==> config.mk <==
export PLATFORM = sky130hd
export DESIGN_NAME = adc_responder
export DESIGN_NICKNAME = d
export VERILOG_FILES = /design/src/rtl/adc_responder.sv
export SDC_FILE = /design/constraint.sdc
export NUM_CORES = 1
export LEC_CHECK = 0
export ABC_AREA = 1
export CORE_UTILIZATION = 27
export CTS_CLUSTER_SIZE = 40
export DETAILED_ROUTE_END_ITERATION = 8
export PLACE_DENSITY = 0.53
export SYNTH_ARGS = -nofsm -noshare
export SYNTH_HDL_FRONTEND = slang
export SYNTH_SLANG_ARGS = --single-unit
==> constraint.sdc <==
create_clock -name clk_i -period 2.09 [get_ports clk_i]
set_input_delay 0.3135 -clock clk_i [delete_from_list [all_inputs] [get_ports clk_i]]
set_output_delay 0.3135 -clock clk_i [all_outputs]
set_load 0.02 [all_outputs]
==> src/rtl/adc_responder.sv <==
// -----------------------------------------------------------------------------
// adc_responder
//   Stands in for the ADC on the request/ready handshake used by the
//   acquisition blocks. It accepts a conversion request pulse and checks that
//   the pulse is at least MIN_REQ_CYCLES wide. After CONV_CYCLES it presents
//   the captured sample with a RDY_CYCLES-wide ready strobe. The sample comes
//   from an internal ramp or from the sample_i port.
//
// Ports
//   clk_i           rising-edge clock
//   reset_n_i       asynchronous reset, active-high (historical name)
//   adc_data_req_i  conversion request from the acquirer
//   src_sel_i       0 = internal ramp, 1 = sample_i
//   sample_i        external sample value
//   adc_data_rdy_o  data-ready strobe
//   adc_data_o      converted sample, held between conversions
//   busy_o          high whenever the responder is not idle
//   err_short_o     1-cycle pulse: request narrower than MIN_REQ_CYCLES
//   err_busy_o      1-cycle pulse: request rise while converting/presenting
//   conv_count_o    completed conversions, wraps at 16 bits
// -----------------------------------------------------------------------------
module adc_responder #(
  parameter int unsigned DATA_W         = 12,
  parameter int unsigned MIN_REQ_CYCLES = 2,
  parameter int unsigned CONV_CYCLES    = 10,
  parameter int unsigned RDY_CYCLES     = 1,
  parameter int unsigned RAMP_STEP      = 1
) (
  input  logic              clk_i,
  input  logic              reset_n_i,
  input  logic              adc_data_req_i,
  input  logic              src_sel_i,
  input  logic [DATA_W-1:0] sample_i,
  output logic              adc_data_rdy_o,
  output logic [DATA_W-1:0] adc_data_o,
  output logic              busy_o,
  output logic              err_short_o,
  output logic              err_busy_o,
  output logic [15:0]       conv_count_o
);

  typedef enum logic [1:0] {
    IDLE = 2'd0,
    REQ  = 2'd1,
    CONV = 2'd2,
    RDY  = 2'd3
  } state_t;

  localparam logic [3:0]        MIN_W     = 4'(MIN_REQ_CYCLES);
  localparam logic [7:0]        CONV_LAST = 8'(CONV_CYCLES - 1);
  localparam logic [7:0]        RDY_LAST  = 8'(RDY_CYCLES - 1);
  localparam logic [DATA_W-1:0] RAMP_INC  = DATA_W'(RAMP_STEP);

  state_t              state_q, state_d;
  logic                req_q;
  logic                rise;
  logic [3:0]          width_q, width_d;
  logic [7:0]          cnt_q, cnt_d;
  logic [DATA_W-1:0]   hold_q, hold_d;
  logic [DATA_W-1:0]   ramp_q, ramp_d;
  logic [DATA_W-1:0]   data_q, data_d;
  logic                rdy_q, rdy_d;
  logic                busy_q;
  logic                err_short_q, err_short_d;
  logic                err_busy_q, err_busy_d;
  logic [15:0]         count_q, count_d;

  // Edge-based start: a level held high across a finished conversion never
  // produces a second rise, so it cannot start another conversion.
  assign rise = adc_data_req_i & ~req_q;

  always_comb begin
    state_d     = state_q;
    width_d     = width_q;
    cnt_d       = cnt_q;
    hold_d      = hold_q;
    ramp_d      = ramp_q;
    data_d      = data_q;
    rdy_d       = rdy_q;
    err_short_d = 1'b0;
    err_busy_d  = 1'b0;
    count_d     = count_q;

    unique case (state_q)
      IDLE: begin
        if (rise) begin
          state_d = REQ;
          width_d = 4'd1;
        end
      end

      REQ: begin
        if (adc_data_req_i) begin
          if (width_q != 4'hF) begin
            width_d = width_q + 4'd1;
          end
        end else if (width_q >= MIN_W) begin
          hold_d  = src_sel_i ? sample_i : ramp_q;
          cnt_d   = '0;
          width_d = '0;
          state_d = CONV;
        end else begin
          err_short_d = 1'b1;
          width_d     = '0;
          state_d     = IDLE;
        end
      end

      CONV: begin
        err_busy_d = rise;
        if (cnt_q == CONV_LAST) begin
          data_d  = hold_q;
          rdy_d   = 1'b1;
          cnt_d   = '0;
          state_d = RDY;
        end else begin
          cnt_d = cnt_q + 8'd1;
        end
      end

      RDY: begin
        // A rise on the exit edge is still seen here and counted as busy.
        err_busy_d = rise;
        if (cnt_q == RDY_LAST) begin
          rdy_d   = 1'b0;
          cnt_d   = '0;
          count_d = count_q + 16'd1;
          ramp_d  = ramp_q + RAMP_INC;
          state_d = IDLE;
        end else begin
          cnt_d = cnt_q + 8'd1;
        end
      end

      default: begin
        state_d = IDLE;
      end
    endcase
  end

  always_ff @(posedge clk_i or posedge reset_n_i) begin
    if (reset_n_i) begin
      state_q     <= IDLE;
      req_q       <= 1'b0;
      width_q     <= '0;
      cnt_q       <= '0;
      hold_q      <= '0;
      ramp_q      <= '0;
      data_q      <= '0;
      rdy_q       <= 1'b0;
      busy_q      <= 1'b0;
      err_short_q <= 1'b0;
      err_busy_q  <= 1'b0;
      count_q     <= '0;
    end else begin
      state_q     <= state_d;
      req_q       <= adc_data_req_i;
      width_q     <= width_d;
      cnt_q       <= cnt_d;
      hold_q      <= hold_d;
      ramp_q      <= ramp_d;
      data_q      <= data_d;
      rdy_q       <= rdy_d;
      busy_q      <= (state_d != IDLE);
      err_short_q <= err_short_d;
      err_busy_q  <= err_busy_d;
      count_q     <= count_d;
    end
  end

  assign adc_data_rdy_o = rdy_q;
  assign adc_data_o     = data_q;
  assign busy_o         = busy_q;
  assign err_short_o    = err_short_q;
  assign err_busy_o     = err_busy_q;
  assign conv_count_o   = count_q;

endmodule
* Yosys cells after proc, flatten, opt, wreduce, memory -nomap -nowiden
Index checks and enable logic that the tools add are counted.
** Storage, ports and cells
- Output and inout bits :: 32
- Flip-flop bits (word level) :: 71
- Word-level logic and storage cells :: 67
- Input port bits :: 16
** Operators by class
- $add $sub $neg :: 4
- Reductions and logical operators :: 13
- Muxes and demuxes :: 23
- Eq/ne operators :: 11
- Order comparisons :: 1
- Bitwise gates (word level) :: 3
** Operators with widths (count)
- 8-bit 2-to-1 mux :: 4
- 8-bit one-hot mux with 3 select lines :: 1
- 16-bit by 1-bit adder with 16-bit output, second input constant :: 1
- 12-bit by 1-bit adder with 12-bit output, second input constant :: 1
- 12-bit 2-to-1 mux :: 1
- 4-bit 2-to-1 mux :: 3
- 3-bit AND reduction :: 4
- 2-bit 2-to-1 mux :: 5
- 2-bit inequality test, second input constant :: 5
- 8-bit by 1-bit adder with 8-bit output, second input constant :: 1
- 8-bit by 4-bit == test with 1-bit output, second input constant :: 1
- 8-bit zero test :: 1
- 2-bit one-hot mux with 4 select lines :: 1
- 4-bit one-hot mux with 2 select lines :: 1
- 1-bit 2-to-1 mux :: 6
- 2-bit nonzero test :: 3
- 4-bit by 1-bit adder with 4-bit output, second input constant :: 1
- 2-bit == test, second input constant :: 2
- 4-bit by 2-bit greater-or-equal comparator with 1-bit output, second input constant :: 1
- 4-bit inequality test, second input constant :: 1
- 2-bit AND reduction :: 2
- 3-bit inequality test, second input constant :: 1
- 3-bit nonzero test :: 1
- 2-bit by 1-bit == test with 1-bit output, second input constant :: 1
- 5 further kinds :: 6

* Longest topological paths before layout
Gate-level depths: netlist (run 1).
- Depth after elaboration :: 5
- Gate-level depth with buffers :: 9
- Depth with buffers taken out :: 9

* Least setup slack after synthesis (run 1)
OpenSTA, ideal clock, no wires.
- Path type :: register to register
- Start point :: register count_q[0] (netlist: conv_count_o[0])
- End point :: register count_q[14] (netlist: conv_count_o[14])
- Library setup time :: 0.117 ns
- Cell stages (with the launch flop) :: 9
- Arrival time :: 1.292 ns
- Clock period less this slack :: 1.409 ns
- Path buffers :: 0
- Setup slack :: 0.681 ns
- Cells stage by stage :: dfrtp_1 > ha_1 > nand3_1 > nor2_1 > nand3_1 > nand2_1 > nand2_1 > nand2_1 > nand2_1
** Between the ends
- Longest elaborated chain between the ends :: 1
** Ends and longest elaborated chain
- start, declared :: RTL line 66 : logic [15:0] count_q, count_d;
- start signal, assigned :: RTL line 167 : count_q <= count_d;
- 16-bit by 1-bit adder with 16-bit output :: RTL line 127 : count_d = count_q + 16'd1;
Every way passes these cells.
A chain may end at the register's enable or synchronous reset.

* Worst setup path after layout (run 1)
- Start point :: register count_q[2] (netlist: conv_count_o[2])
- End point :: output conv_count_o[2]
** RTL lines
- end, declared :: RTL line 39 : output logic [15:0] conv_count_o
No word-level cell between the ends.

==> results of run 1 <==
==> per-layer routing <==
layer  vias to the layer above  wire length, um  track usage, %  share of wire [%]
li1                       1635                -               -                  -
met1                      1479             4120            17.0                 48
met2                        55             3920            20.3                 46
met3                         8              370            3.25                4.3
met4                         0              115            5.63                1.3
met5                         -                0               0                  0
==> through the flow <==
step,hold slack [ps],area [um^2],cells
6_report,346,4770,718
5_1_grt,379,4770,718
4_1_cts,357,4770,718
3_5_place_dp,462,4450,702
3_3_place_gp,466,4450,702
2_1_floorplan,345,3810,482
==> logic make-up (layout without fill, tap and decap cells) <==
| logic type | Yosys count | in the layout | share of synthesized area, % |
|---|---|---|---|
| XOR/XNOR | 17 | 17 | 3.91 |
| AO/OA/AOI/OAI | 68 | 68 | 10.5 |
| multiplexers | 1 | 1 | 0.296 |
| adder cells (fa/ha/maj) | 7 | 7 | 2.30 |
| flip-flops | 71 | 71 | 46.6 |
| buffers and inverters | 75 | 131 | 9.13 |
| AND/OR/NAND/NOR | 243 | 243 | 27.2 |
==> state kept, by name, summed over array words and instances, names as in the netlist <==
register	flops
conv_count_o	16
ramp_q	12
state_q	2
err_short_o	1
width_q	4
req_q	1
cnt_q	8
busy_o	1
adc_data_rdy_o	1
hold_q	12
adc_data_o	12
err_busy_o	1
==> final timing paths <==
check	start	end	cells past startpoint
setup / recovery	conv_count_o[2]$_DFFE_PP0P_	conv_count_o[2]	1
hold / removal	reset_n_i	err_busy_o$_DFF_PP0_	2
setup reg to reg	cnt_q[0]$_DFFE_PP0P_	ramp_q[3]$_DFFE_PP0P_	9
hold reg to reg	adc_data_rdy_o$_DFFE_PP0P_	adc_data_rdy_o$_DFFE_PP0P_	2
max in group asynchronous	reset_n_i	ramp_q[10]$_DFFE_PP0P_	3
min in group clk_i	adc_data_rdy_o$_DFFE_PP0P_	adc_data_rdy_o$_DFFE_PP0P_	2
==> Yosys cell counts <==
| cell | count |
|---|---|
| sky130_fd_sc_hd__a21oi_1 | 13 |
| sky130_fd_sc_hd__a21oi_2 | 1 |
| sky130_fd_sc_hd__buf_2 | 1 |
| sky130_fd_sc_hd__buf_6 | 8 |
| sky130_fd_sc_hd__clkbuf_1 | 2 |
| sky130_fd_sc_hd__dfrtp_1 | 71 |
| sky130_fd_sc_hd__ha_1 | 7 |
| sky130_fd_sc_hd__inv_1 | 61 |
| sky130_fd_sc_hd__inv_2 | 2 |
| sky130_fd_sc_hd__inv_6 | 1 |
| sky130_fd_sc_hd__mux2_2 | 1 |
| sky130_fd_sc_hd__nand2_1 | 132 |
| sky130_fd_sc_hd__nand2_2 | 1 |
| sky130_fd_sc_hd__nand2_4 | 2 |
| sky130_fd_sc_hd__nand3_1 | 31 |
| sky130_fd_sc_hd__nand3_2 | 1 |
| sky130_fd_sc_hd__nand3b_1 | 1 |
| sky130_fd_sc_hd__nand4_1 | 14 |
| sky130_fd_sc_hd__nor2_1 | 55 |
| sky130_fd_sc_hd__nor2_2 | 2 |
| sky130_fd_sc_hd__nor2_4 | 2 |
| sky130_fd_sc_hd__nor3_1 | 1 |
| sky130_fd_sc_hd__o211ai_1 | 4 |
| sky130_fd_sc_hd__o21ai_0 | 24 |
| sky130_fd_sc_hd__o21ai_1 | 14 |
| sky130_fd_sc_hd__o21ai_2 | 12 |
| sky130_fd_sc_hd__or2_2 | 1 |
| sky130_fd_sc_hd__xnor2_1 | 2 |
| sky130_fd_sc_hd__xor2_1 | 15 |
==> final cells by class <==
type                            count  area, um^2  share of cell area (%)
Timing Repair Buffer               51         513                    10.7
Inverter                           64         249                    5.22
Tap cell                          180         225                    4.72
Multi-Input combinational cell    336        1680                    35.3
Clock inverter                      5        81.3                    1.70
Sequential cell                    71        1780                    37.2
Clock buffer                       11         243                    5.09
==> where the power goes <==
group / switching (mW) / internal [mW] / total, mW
clock: 0.588 / 1.08 / 1.67
combinational: 0.614 / 0.395 / 1.01
sequential: 0.210 / 1.62 / 1.82
==> qor.json, run 1 <==
{
  "port-buffer-count": 47,
  "rows": 43,
  "antenna_found_initial": 0,
  "critical_path.cell_chain": "clkdlybuf4s50_1",
  "1st_iter_drt_viols": 200,
  "diodes": 0,
  "drcViolationCount": 0,
  "clock_sinks": 71,
  "synth_top_cell_by_area": "sky130_fd_sc_hd__dfrtp_1",
  "result_of_the_run": "finished, final reports clean",
  "maxSlewHeadroom_pct": 69.7,
  "worst_slack_ps": 338,
  "max_freq_mhz": 571,
  "fill_cell_total_of_the_finished_layout": 1441,
  "rsz_0062_raised_after_global_routing": "false",
  "die_area_um2": 14600,
  "critPathSlowestCell": "sky130_fd_sc_hd__clkdlybuf4s50_1",
  "timing.final.max_slew_violations": 0,
  "number_of_buffers_on_the_longest_clock_path": 2,
  "largest_net_degree_at_the_start_of_global_routing": 38,
  "vdd.ir_drop.worst_mv": 0.418,
  "final_antenna_net_count": 0,
  "timing.final.hold_violations": 0,
  "first_pass_drt_iterations": 4,
  "power-per-cell-area_nw_per_um2": 943,
  "synthesis.area_per_instance_um2": 7.90,
  "cts_htree_levels": 3,
  "route.detailed.vias_per_inst": 4.42,
  "finalPower_mw": 4.50,
  "leak_pwr_nw": 2.22,
  "cts_clock_pin_slew_for_the_worst_setup_and_hold_paths_ps": 60,
  "max_slew.worst_pin.slew_ps": 453,
  "cts_hold_repair.buffers": 0,
  "synth.top_cell.area_share_pct": 46.6,
  "finalWeightedCongestion": 0.824,
  "cts_inserted_buffers": 9,
  "starting_utilization_of_the_core_area_pct": 27.5,
  "worst_clock_skew_ps": 9.12,
  "via_count": 3177,
  "finalSetupViolCount": 0,
  "area_delta_synth_final_pct": 25.3,
  "fin_crit_ps": 1750,
  "portion_of_the_post_synthesis_area_used_by_sequential_elements_pct": 46.6,
  "synth.lib_cells_used.distinct": 29,
  "gr_usage_total_pct": 13.0,
  "io_pins": 48,
  "cp_max_fo": 6,
  "yosys_register_bits": 71,
  "crit_path_max_incr_delay_ps": 640,
  "cp_data_arrival_time_ps": 1440,
  "fp.dieW_um": 121,
  "most_common_cell_after_layout_fill_and_taps_aside": "sky130_fd_sc_hd__nand2_1",
  "cts_setup_buffers": 0,
  "clockRootBuffer": "sky130_fd_sc_hd__clkbuf_16",
  "placeableCoreArea_um2": 13800,
  "synthTopCellsByArea": "sky130_fd_sc_hd__dfrtp_1 47%, sky130_fd_sc_hd__nand2_1 13%, sky130_fd_sc_hd__inv_1 6.0%, sky130_fd_sc_hd__nor2_1 5.4%, sky130_fd_sc_hd__nand3_1 4.1%",
  "largest_delay_contributor_family_on_the_critical_path": "buffers and inverters",
  "nets_final": 556,
  "cts_tree": "done",
  "final.period_utilization_pct": 83.8,
  "yosysWarnings": 0,
  "cp.required_ps": 1780,
  "wire_length_of_the_first_global_routing_pass_um": 14800,
  "totalWireLength_um": 8530,
  "timing.critical_path.buf_inv": 1,
  "clock_latency_late_sink_ps": 330,
  "critical_path.endpoint_type": "primary output",
  "flop_to_flop_setup_slack_ps": 470,
  "worstSetupPathType": "register to primary output",
  "layout.cells.most_common_list": "132 x sky130_fd_sc_hd__nand2_1, 71 x sky130_fd_sc_hd__dfrtp_1, 60 x sky130_fd_sc_hd__inv_1",
  "postSynthCellCount": 482,
  "die_h_um": 121,
  "drive_above_1_share_pct": 8.55,
  "post-route-util_pct": 34.5,
  "placement.setup.worst_slack_ps": 369,
  "dp_hpwl_um": 6280,
  "cts-resized-gates": 0,
  "routed_wire_length_per_instance_um": 11.9,
  "cap_violations": 0,
  "grt_pass1_vias": 3076,
  "final.setup.tns_ps": 0,
  "syn_nets": 505,
  "grt_overflow": 0,
  "worstSetupStartpointType": "register",
  "holdCritPathClass": "input port to asynchronous set/reset pin",
  "synth.cell_area_um2": 3810
}
Note: power is estimated with default switching activity, not from simulation.
==> inputs of run 2 (changes only) <==
==> constraint.sdc (replaced) <==
create_clock -name clk_i -period 1.6 [get_ports clk_i]
set_input_delay 0.24 -clock clk_i [delete_from_list [all_inputs] [get_ports clk_i]]
set_output_delay 0.24 -clock clk_i [all_outputs]
set_load 0.02 [all_outputs]
==> run 2 against run 1 <==
  * Non-clock buffer count rose by 17
  * Worst hold slack worse by 100 ps
  * Cell area is 3.7% higher
  * Sequential power grew 30%
  * Setup slack got worse by 290 ps
  * First-iteration DRC count down 2.5%
  * Critical path type unchanged
  * Largest cell class unchanged
  * Highest routed layer unchanged
==> qor.json, run 2 (synthesis results as in run 1) <==
{
  "final_antenna_net_count": {"value": 0, "change": "unchanged"},
  "critPathSlowestCell": "sky130_fd_sc_hd__clkdlybuf4s50_1",
  "fp.dieW": {"value": 121, "unit": "um", "change": "unchanged"},
  "via_count": {"value": 3215, "change": "+1.2%"},
  "timing.final.hold_violations": {"value": 0, "change": "unchanged"},
  "area_delta_synth_final_pct": 30.0,
  "cts_htree_levels": {"value": 3, "change": "unchanged"},
  "largest_net_degree_at_the_start_of_global_routing": {"value": 29, "change": "-24%"},
  "die_area": {"value": 14600, "unit": "um^2", "change": "unchanged"},
  "non_filler_instance_count_after_layout": {"value": 735, "change": "+2.4%"},
  "finalPower": {"value": 5.87, "unit": "mW", "change": "+30%"},
  "worst_clock_skew": {"value": 5.70, "unit": "ps", "change": "-3.42 ps"},
  "cap_violations": {"value": 0, "change": "unchanged"},
  "leak_pwr": {"value": 2.46, "unit": "nW", "change": "+11%"},
  "max_freq_mhz": 644,
  "port-buffer-count": {"value": 47, "change": "unchanged"},
  "power-per-cell-area": {"value": 1190, "unit": "nW/um^2", "change": "+26%"},
  "post-place-cells": {"value": 715, "change": "+1.9%"},
  "holdCritPathClass": "input port to asynchronous set/reset pin",
  "cp_max_fo": {"value": 2, "change": "-4"},
  "placement.setup.worst_slack": {"value": 71.1, "unit": "ps", "change": "-298 ps"},
  "final.period_utilization_pct": 97.1,
  "totalWireLength": {"value": 8890, "unit": "um", "change": "+4.3%"},
  "layout.cells.most_common_list": "131 x sky130_fd_sc_hd__nand2_1, 69 x sky130_fd_sc_hd__dfrtp_1, 60 x sky130_fd_sc_hd__inv_1",
  "finalWeightedCongestion": {"value": 0.825, "change": "about the same"},
  "critical_path.cell_chain": "clkdlybuf4s50_1",
  "die_h": {"value": 121, "unit": "um", "change": "unchanged"},
  "cts_hold_repair.buffers": {"value": 0, "change": "unchanged"},
  "layout.cell_area.non_filler": {"value": 4950, "unit": "um^2", "change": "+3.7%"},
  "result_of_the_run": "finished, final reports clean",
  "fill_cell_total_of_the_finished_layout": {"value": 1401, "change": "-2.8%"},
  "worstSetupPathType": "register to primary output",
  "crit_path_max_incr_delay": {"value": 610, "unit": "ps", "change": "-30 ps"},
  "diodes": {"value": 0, "change": "unchanged"},
  "worst_r2r_startpoint": "cnt_q[1]$_DFFE_PP0P_",
  "placeableCoreArea": {"value": 13800, "unit": "um^2", "change": "unchanged"},
  "routed_wire_length_per_instance": {"value": 12.1, "unit": "um", "change": "+1.9%"},
  "largest_delay_contributor_family_on_the_critical_path": "buffers and inverters",
  "clock_latency_late_sink": {"value": 340, "unit": "ps", "change": "about the same"},
  "largest_register_ff_count": {"value": 16, "change": "unchanged"},
  "max_slew.worst_pin.slew": {"value": 388, "unit": "ps", "change": "-65.3 ps"},
  "first_pass_drt_iterations": {"value": 4, "change": "unchanged"},
  "io_pins": {"value": 48, "change": "unchanged"},
  "clockRootBuffer": "sky130_fd_sc_hd__clkbuf_16",
  "maxSlewHeadroom": {"value": 74.1, "unit": "%", "change": "+4.4 points"},
  "finalSetupViolCount": {"value": 0, "change": "unchanged"},
  "crit-reg2reg-capture": "busy_o$_DFF_PP0_",
  "cts_clock_pin_slew_for_the_worst_setup_and_hold_paths": {"value": 60, "unit": "ps", "change": "about the same"},
  "gr_usage_total": {"value": 13.2, "unit": "%", "change": "+0.24 points"},
  "flop_to_flop_setup_slack": {"value": 110, "unit": "ps", "change": "-360 ps"},
  "worstSetupStartpointType": "register",
  "most_common_cell_after_layout_fill_and_taps_aside": "sky130_fd_sc_hd__nand2_1",
  "cp.required": {"value": 1360, "unit": "ps", "change": "-420 ps"},
  "grt_pass1_vias": {"value": 3037, "change": "-1.3%"},
  "post-route-util": {"value": 35.8, "unit": "%", "change": "+1.3 points"},
  "whs": {"value": 243, "unit": "ps", "change": "-103 ps"},
  "r2r.worst_path.cells": {"value": 8, "change": "-1"},
  "sequential_cell_area": {"value": 1780, "unit": "um^2", "change": "+0.14%"},
  "multi_input_area": {"value": 1710, "unit": "um^2", "change": "+1.4%"},
  "critical_path.endpoint_type": "primary output",
  "1st_iter_drt_viols": {"value": 195, "change": "-2.5%"},
  "timing.final.max_slew_violations": {"value": 0, "change": "unchanged"},
  "cts_inserted_buffers": {"value": 9, "change": "unchanged"},
  "drive_above_1_share": {"value": 12.3, "unit": "%", "change": "+3.7 points"},
  "rows": {"value": 43, "change": "unchanged"},
  "clock_sinks": {"value": 71, "change": "unchanged"},
  "timing.critical_path.buf_inv": {"value": 1, "change": "unchanged"},
  "vdd.ir_drop.worst": {"value": 0.543, "unit": "mV", "change": "+30%"},
  "placed_cell_area": {"value": 4610, "unit": "um^2", "change": "+3.6%"},
  "dp_hpwl": {"value": 6570, "unit": "um", "change": "+4.7%"},
  "number_of_buffers_on_the_longest_clock_path": {"value": 2, "change": "unchanged"},
  "final.setup.tns": {"value": 0, "unit": "ps", "change": "unchanged"},
  "nets_final": {"value": 573, "change": "+3.1%"},
  "drcViolationCount": {"value": 0, "change": "unchanged"},
  "fin_crit_ps": 1550,
  "route.detailed.vias_per_inst": {"value": 4.37, "change": "-1.1%"},
  "cp_data_arrival_time": {"value": 1310, "unit": "ps", "change": "-130 ps"},
  "grt_overflow": {"value": 0, "change": "unchanged"},
  "worst_slack": {"value": 46.4, "unit": "ps", "change": "-292 ps"},
  "starting_utilization_of_the_core_area": {"value": 27.5, "unit": "%", "change": "unchanged"},
  "wire_length_of_the_first_global_routing_pass": {"value": 14900, "unit": "um", "change": "+0.93%"},
  "cts_tree": "done",
  "antenna_found_initial": {"value": 0, "change": "unchanged"}
}
[run 2: changes by cell type in the layout (fill, tap and decap cells not counted), sizes merged]
| cell | before | now |
|---|---|---|
| buf | 4 | 21 |
| bufinv | 2 | 1 |
| clkbuf | 11 | 12 |
| clkdlybuf4s50 | 47 | 27 |
| clkinv | 2 | 3 |
| clkinvlp | 2 | 1 |
| dlygate4sd2 | 0 | 15 |
| dlymetal6s2s | 0 | 5 |
[run 2: layout make-up]
class,instances,share of cell area [%]
clock buffer,12,4.98
clock inverter,4,0.910
inverter,64,5.03
multi-input combinational,336,34.5
sequential,71,35.9
tap,180,4.55
timing repair buffer,68,14.1
[run 2: metal layers]
layer | global-route usage [%] | up-vias | share of wire, %
li1 | - | 1667 | -
met1 | 17.0 | 1485 | 47
met2 | 20.6 | 51 | 47
met3 | 3.21 | 12 | 4.1
met4 | 6.71 | 0 | 1.9
met5 | 0 | - | 0
[run 2: worst register-to-register path: stages (launching register included)]
cell                      delay [ps]
sky130_fd_sc_hd__dfrtp_1         370
sky130_fd_sc_hd__inv_1            90
sky130_fd_sc_hd__ha_1            150
sky130_fd_sc_hd__nand3_1          80
sky130_fd_sc_hd__nor2_2          290
sky130_fd_sc_hd__nand2_8         200
sky130_fd_sc_hd__nand3_1         140
sky130_fd_sc_hd__nor2_1           50
sky130_fd_sc_hd__nand2_1          60
[run 2: worst max-delay path by stage]
stage,endpoint,slack [ps],depth (start not counted),startpoint
floorplan,conv_count_o[14]$_DFFE_PP0P_,190,8,conv_count_o[0]$_DFFE_PP0P_
global placement,busy_o$_DFF_PP0_,110,7,cnt_q[0]$_DFFE_PP0P_
detailed placement,conv_count_o[3]$_DFFE_PP0P_,70,8,cnt_q[0]$_DFFE_PP0P_
CTS,adc_data_rdy_o,10,1,adc_data_rdy_o$_DFFE_PP0P_
global route,hold_q[10]$_DFFE_PP0P_,-20,8,width_q[0]$_DFFE_PP0P_
finish,conv_count_o[13],50,1,conv_count_o[13]$_DFFE_PP0P_
[run 2: what timing repair did]
action / CTS / global route
pin swaps: 0 / 2
buffers inserted: 0 / 4
resized for setup: 16 / 11
endpoints found under the setup margin: 15 / 33
[run 2: power breakdown]
| part | leakage [nW] | switching, mW | internal, mW | total [mW] |
|---|---|---|---|---|
| Clock | 0.146 | 0.756 | 1.24 | 2.00 |
| Sequential | 0.928 | 0.255 | 2.12 | 2.37 |
| Combinational | 1.39 | 0.890 | 0.609 | 1.50 |
| Total | 2.46 | 1.90 | 3.97 | 5.87 |
